===== src/rtl/uart_tx_cfg.sv =====
// Configurable UART transmitter: DATA_W data bits, run-time divisor, parity, 1/2 stop bits.
// Define UART_TX_FIFO_EN to insert a FIFO_DEPTH-word transmit FIFO in front of the frame FSM.
module uart_tx_cfg #(
    parameter int DATA_W     = 8,
    parameter int DIV_W      = 16,
    parameter int FIFO_DEPTH = 4
) (
    input  logic              Clk,
    input  logic              Rst,
    input  logic [DATA_W-1:0] Send_data,
    input  logic              Send_valid,
    output logic              Send_ready,
    input  logic [DIV_W-1:0]  Baud_div,
    input  logic [1:0]        Parity_mode,
    input  logic              Stop_two,
    output logic              Rs232_tx,
    output logic              Tx_Done,
    output logic              Busy
);

    localparam int BIT_W = $clog2(DATA_W);

    typedef enum logic [2:0] {IDLE, START, DATA, PARITY, STOP} state_t;

    state_t              state_q, state_d;
    logic [DATA_W-1:0]   shreg_q, shreg_d;
    logic [DIV_W-1:0]    div_q, div_d;
    logic [DIV_W-1:0]    baud_cnt_q, baud_cnt_d;
    logic [BIT_W-1:0]    bit_cnt_q, bit_cnt_d;
    logic                stop_cnt_q, stop_cnt_d;
    logic                stop_two_q, stop_two_d;
    logic                par_en_q, par_en_d;
    logic                par_bit_q, par_bit_d;
    logic                tx_q, tx_d;

    logic                bit_end;
    logic                final_stop;
    logic                frame_free;
    logic                load;
    logic [DATA_W-1:0]   load_data;

    assign bit_end    = (baud_cnt_q == div_q);
    assign final_stop = (state_q == STOP) && bit_end && (stop_cnt_q == stop_two_q);
    // The FSM can take a new word in IDLE or in the very last clock of a frame.
    assign frame_free = (state_q == IDLE) || final_stop;

`ifdef UART_TX_FIFO_EN
    localparam int PTR_W = $clog2(FIFO_DEPTH);

    logic [DATA_W-1:0] mem_q [FIFO_DEPTH];
    logic [PTR_W-1:0]  wr_ptr_q, wr_ptr_d;
    logic [PTR_W-1:0]  rd_ptr_q, rd_ptr_d;
    logic [PTR_W:0]    count_q, count_d;
    logic              full;
    logic              empty;
    logic              push;

    assign full       = (count_q == (PTR_W+1)'(FIFO_DEPTH));
    assign empty      = (count_q == '0);
    assign push       = Send_valid && !full;
    assign load       = frame_free && !empty;
    assign load_data  = mem_q[rd_ptr_q];
    assign Send_ready = !full;
    assign Busy       = (state_q != IDLE) || !empty;

    always_comb begin
        wr_ptr_d = wr_ptr_q;
        rd_ptr_d = rd_ptr_q;
        count_d  = count_q;
        if (push) wr_ptr_d = wr_ptr_q + PTR_W'(1);
        if (load) rd_ptr_d = rd_ptr_q + PTR_W'(1);
        if (push && !load) count_d = count_q + (PTR_W+1)'(1);
        else if (!push && load) count_d = count_q - (PTR_W+1)'(1);
    end

    always_ff @(posedge Clk or posedge Rst) begin
        if (Rst) begin
            wr_ptr_q <= '0;
            rd_ptr_q <= '0;
            count_q  <= '0;
        end else begin
            wr_ptr_q <= wr_ptr_d;
            rd_ptr_q <= rd_ptr_d;
            count_q  <= count_d;
        end
    end

    always_ff @(posedge Clk) begin
        if (push) mem_q[wr_ptr_q] <= Send_data;
    end
`else
    assign load       = Send_valid && frame_free;
    assign load_data  = Send_data;
    assign Send_ready = frame_free;
    assign Busy       = (state_q != IDLE);
`endif

    assign Tx_Done  = final_stop;
    assign Rs232_tx = tx_q;

    always_comb begin
        state_d    = state_q;
        shreg_d    = shreg_q;
        div_d      = div_q;
        baud_cnt_d = baud_cnt_q;
        bit_cnt_d  = bit_cnt_q;
        stop_cnt_d = stop_cnt_q;
        stop_two_d = stop_two_q;
        par_en_d   = par_en_q;
        par_bit_d  = par_bit_q;

        if (state_q != IDLE) begin
            baud_cnt_d = bit_end ? '0 : baud_cnt_q + DIV_W'(1);
        end

        case (state_q)
            START: if (bit_end) state_d = DATA;
            DATA: begin
                if (bit_end) begin
                    shreg_d = shreg_q >> 1;
                    if (bit_cnt_q == BIT_W'(DATA_W-1)) begin
                        bit_cnt_d = '0;
                        state_d   = par_en_q ? PARITY : STOP;
                    end else begin
                        bit_cnt_d = bit_cnt_q + BIT_W'(1);
                    end
                end
            end
            PARITY: if (bit_end) state_d = STOP;
            STOP: begin
                if (final_stop) state_d = IDLE;
                else if (bit_end) stop_cnt_d = 1'b1;
            end
            default: ;
        endcase

        // A load overrides everything, including the return to IDLE after the last stop clock.
        if (load) begin
            state_d    = START;
            shreg_d    = load_data;
            div_d      = (Baud_div == '0) ? DIV_W'(1) : Baud_div;
            baud_cnt_d = '0;
            bit_cnt_d  = '0;
            stop_cnt_d = 1'b0;
            stop_two_d = Stop_two;
            par_en_d   = (Parity_mode != 2'd0);
            case (Parity_mode)
                2'd1:    par_bit_d = ^load_data;
                2'd2:    par_bit_d = ~^load_data;
                default: par_bit_d = 1'b1;
            endcase
        end

        case (state_d)
            START:   tx_d = 1'b0;
            DATA:    tx_d = shreg_d[0];
            PARITY:  tx_d = par_bit_d;
            default: tx_d = 1'b1;
        endcase
    end

    always_ff @(posedge Clk or posedge Rst) begin
        if (Rst) begin
            state_q    <= IDLE;
            shreg_q    <= '0;
            div_q      <= '0;
            baud_cnt_q <= '0;
            bit_cnt_q  <= '0;
            stop_cnt_q <= 1'b0;
            stop_two_q <= 1'b0;
            par_en_q   <= 1'b0;
            par_bit_q  <= 1'b0;
            tx_q       <= 1'b1;
        end else begin
            state_q    <= state_d;
            shreg_q    <= shreg_d;
            div_q      <= div_d;
            baud_cnt_q <= baud_cnt_d;
            bit_cnt_q  <= bit_cnt_d;
            stop_cnt_q <= stop_cnt_d;
            stop_two_q <= stop_two_d;
            par_en_q   <= par_en_d;
            par_bit_q  <= par_bit_d;
            tx_q       <= tx_d;
        end
    end

endmodule


===== config.mk =====
export PLATFORM = sky130hd
export DESIGN_NAME = uart_tx_cfg
export DESIGN_NICKNAME = d
export VERILOG_FILES = /design/src/rtl/uart_tx_cfg.sv
export SDC_FILE = /design/constraint.sdc
export NUM_CORES = 1
export LEC_CHECK = 0
export BUFFER_PORTS_ARGS = -buffer_cell sky130_fd_sc_hd__buf_2
export CORE_AREA = 2 2 90 71
export DETAILED_ROUTE_END_ITERATION = 10
export DIE_AREA = 0 0 92 73
export GPL_TIMING_DRIVEN = 1
export PLACE_DENSITY = 0.67
export SLEW_MARGIN = 25
export SYNTH_ARGS = -nofsm -noshare
export SYNTH_HDL_FRONTEND = slang
export SYNTH_SLANG_ARGS = --single-unit

===== constraint.sdc =====
create_clock -name Clk -period 2.7 [get_ports Clk]
set_input_delay 0.405 -clock Clk [delete_from_list [all_inputs] [get_ports Clk]]
set_output_delay 0.405 -clock Clk [all_outputs]
set_load 0.01 [all_outputs]

Word level (Yosys, flattened, before mapping)
Index checks and enable logic that the tools add are counted.
- register bits: 51
- output and inout port bits: 4
- equality and inequality tests: 13
- mux-type cells: 26
- $add $sub $neg: 2
- reduce and logical (&&, ||, !) cells: 16
- operator list (cell ; number):
    16-bit two-way mux ; 4
    3-bit two-way mux ; 11
    8-bit two-way mux ; 3
    16-bit by 1-bit adder with 16-bit output (second input constant) ; 1
    16-bit == test ; 1
    16-bit logical NOT ; 1
    3-bit by 2-bit == test with 1-bit output (second input constant) ; 4
    3-bit one-hot mux with 4 select lines ; 1
    2-bit nonzero test ; 5
    8-bit XNOR reduction ; 1
    8-bit XOR reduction ; 1
    3-bit by 1-bit == test with 1-bit output (second input constant) ; 2
    3-bit == test (second input constant) ; 2
    1-bit two-way mux ; 5
    3-bit by 1-bit adder with 3-bit output (second input constant) ; 1
    1-bit logical AND ; 3
    3-bit logical NOT ; 1
    1-bit one-hot mux with 3 select lines ; 1
    3-bit AND reduction ; 1
    3-bit nonzero test ; 1
    2-bit by 1-bit == test with 1-bit output (second input constant) ; 1
    2-bit == test (second input constant) ; 1
    2-bit by 1-bit != test with 1-bit output (second input constant) ; 1
    1-bit one-hot mux with 2 select lines ; 1
    3 further kinds ; 3

Depth between registers and ports, before layout
- depth after elaboration: 8
- mapped depth: 8
- depth with buffers taken out: 7

Least setup slack after synthesis
Ideal clock, no wire load.
- path kind: flip-flop to flip-flop
- start point: register baud_cnt_q[11]
- end point: register div_q[10]
- data arrival time: 2.017 ns
- stages on the path, launching flop included: 9
- setup time: 0.128 ns
- setup slack: 0.555 ns
- path through: dfrtp_1 xor2_1 nor4_1 and4_1 buf_4 a21oi_2 nor2_2 buf_4 mux2_1
- longest elaborated chain between the ends: 5
- ends and longest elaborated chain (item ; RTL line ; source):
    start, declared ; 28 ; logic [DIV_W-1:0] baud_cnt_q, baud_cnt_d;
    start signal, assigned ; 178 ; baud_cnt_q <= baud_cnt_d;
    16-bit == test ; 42 ; assign bit_end = (baud_cnt_q == div_q);
    1-bit logical AND (2 in a row) ; 43 ; assign final_stop = (state_q == STOP) && bit_end && (stop_cnt_q == stop_two_q);
    1-bit logical OR ; 45 ; assign frame_free = (state_q == IDLE) || final_stop;
    1-bit logical AND ; 92 ; assign load = Send_valid && frame_free;
    end signal, assigned ; 177 ; div_q <= div_d;
    end, declared ; 27 ; logic [DIV_W-1:0] div_q, div_d;
No other way between the ends.
A chain may end at the register's enable or synchronous reset.

Final worst setup path
- start point: register baud_cnt_q[2]
- end point: output Tx_Done
- longest elaborated chain between the ends: 3
- ends and longest elaborated chain (item ; RTL line ; source):
    16-bit == test ; 42 ;
    1-bit logical AND (2 in a row) ; 43 ;
    end, declared ; 17 ; output logic Tx_Done,
No other way between the ends.

==> impl_metrics.py <==
metrics = {
    "clock_tree": {
        "clockRootBuffer": "clkbuf_8",
        "cts_hold_buf": 0,
        "cts_sinks": 51,
        "clk_latency_ns": 0.31,
        "cts-buffers-inserted": 5,
        "clockBufferDepth": 2,
        "h-tree-depth": 2,
        "cts_tree": "done",
        "clk_pin_slew_worst_paths_ns": 0.09,
    },
    "worst_setup_path": {
        "ff2ff_setup_slack_ns": 0.33,
        "crit_fanout": 8,
        "crit_buf_inv": 2,
        "critPathTopFamily": "simple AND/OR/NAND/NOR gates",
        "start_kind": "flop",
        "r2r_cells": 7,
        "critPathCaptureType": "primary output",
        "critPathRequiredTime_ns": 2.30,
        "path_class": "reg2out",
        "crit_path_top_delay_cell": "dfrtp_2",
        "critical_path_arrival_ns": 2.13,
        "crit_cells": 7,
        "cpPeakStageDelay_ns": 0.46,
        "crit_chain": "xor2_1, nor4_2, and4_4, buf_4, nand3_1, nor2_1, buf_2",
    },
    "worst_hold_path": {
        "hp-class": "in2async",
    },
    "sta": {
        "skew_ns": 0.00556,
        "slew_headroom_pct": 45.1,
        "maxSlewViolCount": 0,
        "fin_tns_setup_ns": 0,
        "min_period_ns": 2.53,
        "hold_viol_final": 0,
        "setup_ws_ns": 0.166,
        "max_freq_mhz": 395,
        "worstMarginPinSlew_ns": 0.820,
        "setup_viol": 0,
        "grt_setup_unrepaired": "no",
        "fin_crit_sh_pct": 93.8,
    },
    "floorplanning": {
        "num_rows": 25,
        "io_pins": 34,
        "core-area_um2": 5940,
        "start_util_pct": 45.8,
        "die_h_um": 73,
        "die_w_um": 92,
        "die-area_um2": 6720,
    },
    "logic_synthesis": {
        "synthArstFlopShare_pct": 100,
        "ys_seq_area_share_pct": 46.9,
        "synth_cell_type_count": 47,
        "yosysWarnings": 0,
        "synth_area_um2": 2720,
        "synth.area.top_cells": "dfrtp_1 (46%), xor2_1 (7.1%), mux2_1 (6.6%), xnor2_1 (3.2%), ha_1 (2.8%)",
        "synth_edf_count": 0,
        "yosysTopAreaCellShare_pct": 46.0,
        "syn-mean-instance-area_um2": 10.6,
        "ys.flop_type": "dfrtp_1",
        "ys_seq_elements": 51,
        "yosysMostFrequentCell": "dfrtp_1",
        "synth_top_area_cell": "dfrtp_1",
        "ys_top_cells_by_count": "dfrtp_1 (50), xor2_1 (22), mux2_1 (16), nor2_1 (13)",
        "syn_inst": 256,
        "syn_nets": 292,
    },
    "layout": {
        "drive_above_1_share_pct": 20.7,
        "stdcell_area_um2": 3100,
        "num-nets-final": 330,
        "antenna_cells": 0,
        "syn_to_final_growth_pct": 14.0,
        "fillers": 564,
        "fin_util_pct": 52.2,
    },
    "place": {
        "place_ws_ns": 0.317,
        "hpwl_mm": 4.41,
        "portBuffers": 33,
        "place_area_um2": 2990,
        "gp_congestion": 0.884,
    },
    "global_route": {
        "overflow": 0,
        "antenna_found_initial": 0,
        "grt_pass1_wl_mm": 10.4,
        "grt_usage_pct": 19.9,
        "grt_max_degree": 34,
        "grt_pass1_vias": 2049,
    },
    "routing": {
        "avgRoutedWirePerCell_um": 15.7,
        "vias": 2101,
        "drc": 0,
        "routed_wl_mm": 5.89,
        "drt_iter0_drc": 148,
        "avgViaCountPerCell": 5.59,
        "firstDrtPassIters": 4,
        "ant_nets": 0,
    },
    "flow_run": {
        "max-cap-violations": 0,
    },
    "power": {
        "irDropWorstVdd_mv": 0.302,
        "finalPower_uw": 2170,
        "p_leak_uw": 0.00146,
        "p_per_area_nw_per_um2": 698,
    },
    "run_status": {
        "status": "finished, final reports clean",
    },
}
## cell type report
class	instances	area, um^2	area share [%]
clock buffer	6	82.6	2.66
clock inverter	2	16.3	0.524
inverter	11	41.3	1.33
multi-input combinational	185	1370	44.0
sequential	51	1280	41.2
tap	81	101	3.26
timing repair buffer	40	218	7.01
## cells in the final DEF (no fill, tap or decap), types with 2 or more instances in the layout
master / instances
a31oi_1: 2
inv_2: 2
a21oi_1: 5
nor4_1: 4
nor4_2: 4
nand3_1: 8
a22o_1: 4
buf_2: 33
mux2i_1: 6
a221o_1: 6
o31ai_1: 2
nand4_1: 3
mux2_1: 16
and2_1: 2
buf_4: 7
dfrtp_1: 49
or4_1: 2
nand2_1: 12
xor2_1: 22
ha_1: 6
o21ai_0: 4
and3_1: 11
o21ai_1: 12
clkbuf_8: 6
nor3_1: 12
xnor2_1: 10
nand2b_1: 2
or2_1: 2
inv_1: 9
nor2_1: 13
## timing repair
| item | in CTS | in global routing |
|---|---|---|
| setup buffers | 0 | 1 |
| endpoints found under the setup margin | 0 | 2 |
| resized for setup | 0 | 3 |
## report_power, final
| part | internal (uW) | switching [uW] | total (uW) |
|---|---|---|---|
| Sequential | 973 | 181 | 1150 |
| Clock | 209 | 258 | 468 |
| Combinational | 282 | 264 | 546 |
| Total | 1460 | 704 | 2170 |
## path summary, 6_finish.rpt
path	from	endpoint
max	baud_cnt_q[2]	Tx_Done
min	Rst	bit_cnt_q[1]
max reg2reg	baud_cnt_q[5]	Rs232_tx
min reg2reg	div_q[13]	div_q[13]
max in group asynchronous	Rst	baud_cnt_q[2]
min in group Clk	Baud_div[11]	div_q[11]
## worst reg2reg max path, stage by stage, from the launching register on
cell	delay, ns
dfrtp_1	0.47
xor2_1	0.20
nor4_2	0.31
buf_4	0.16
nand4_2	0.17
or4_1	0.58
o211a_1	0.13
o311ai_1	0.24
## layer usage
metal	vias up	GRT usage [%]	share of wire (%)
met3	7	4.96	4.7
met4	0	3.48	1.2
li1	1002	-	-
met5	-	0	0
met1	1042	30.3	51
met2	50	29.0	43
## state kept, by name, summed over array words and instances, names as in the netlist
signal      flops
Rs232_tx        1
baud_cnt_q     16
bit_cnt_q       3
div_q          16
par_bit_q       1
par_en_q        1
shreg_q         8
state_q         3
stop_cnt_q      1
stop_two_q      1
## logic make-up (layout without fill, tap and decap cells)
group,Yosys count,in the layout,share of synthesized area (%)
DFF,51,51,46.9
muxes,23,23,9.24
buffers and inverters,20,59,3.22
and+or+nand+nor,80,80,16.4
xor gates and xnor gates,32,32,10.3
AOI/OAI and AO/OA,44,44,11.2
adders and majority gates,6,6,2.76
## stage by stage
step	hold WS, ns	std cells
detailed placement	0.422	367
floorplan	0.478	256
finish	0.0698	376
global placement	0.417	367
global route	0.0978	376
CTS	0.0809	375
(Power assumes the default switching activity.)
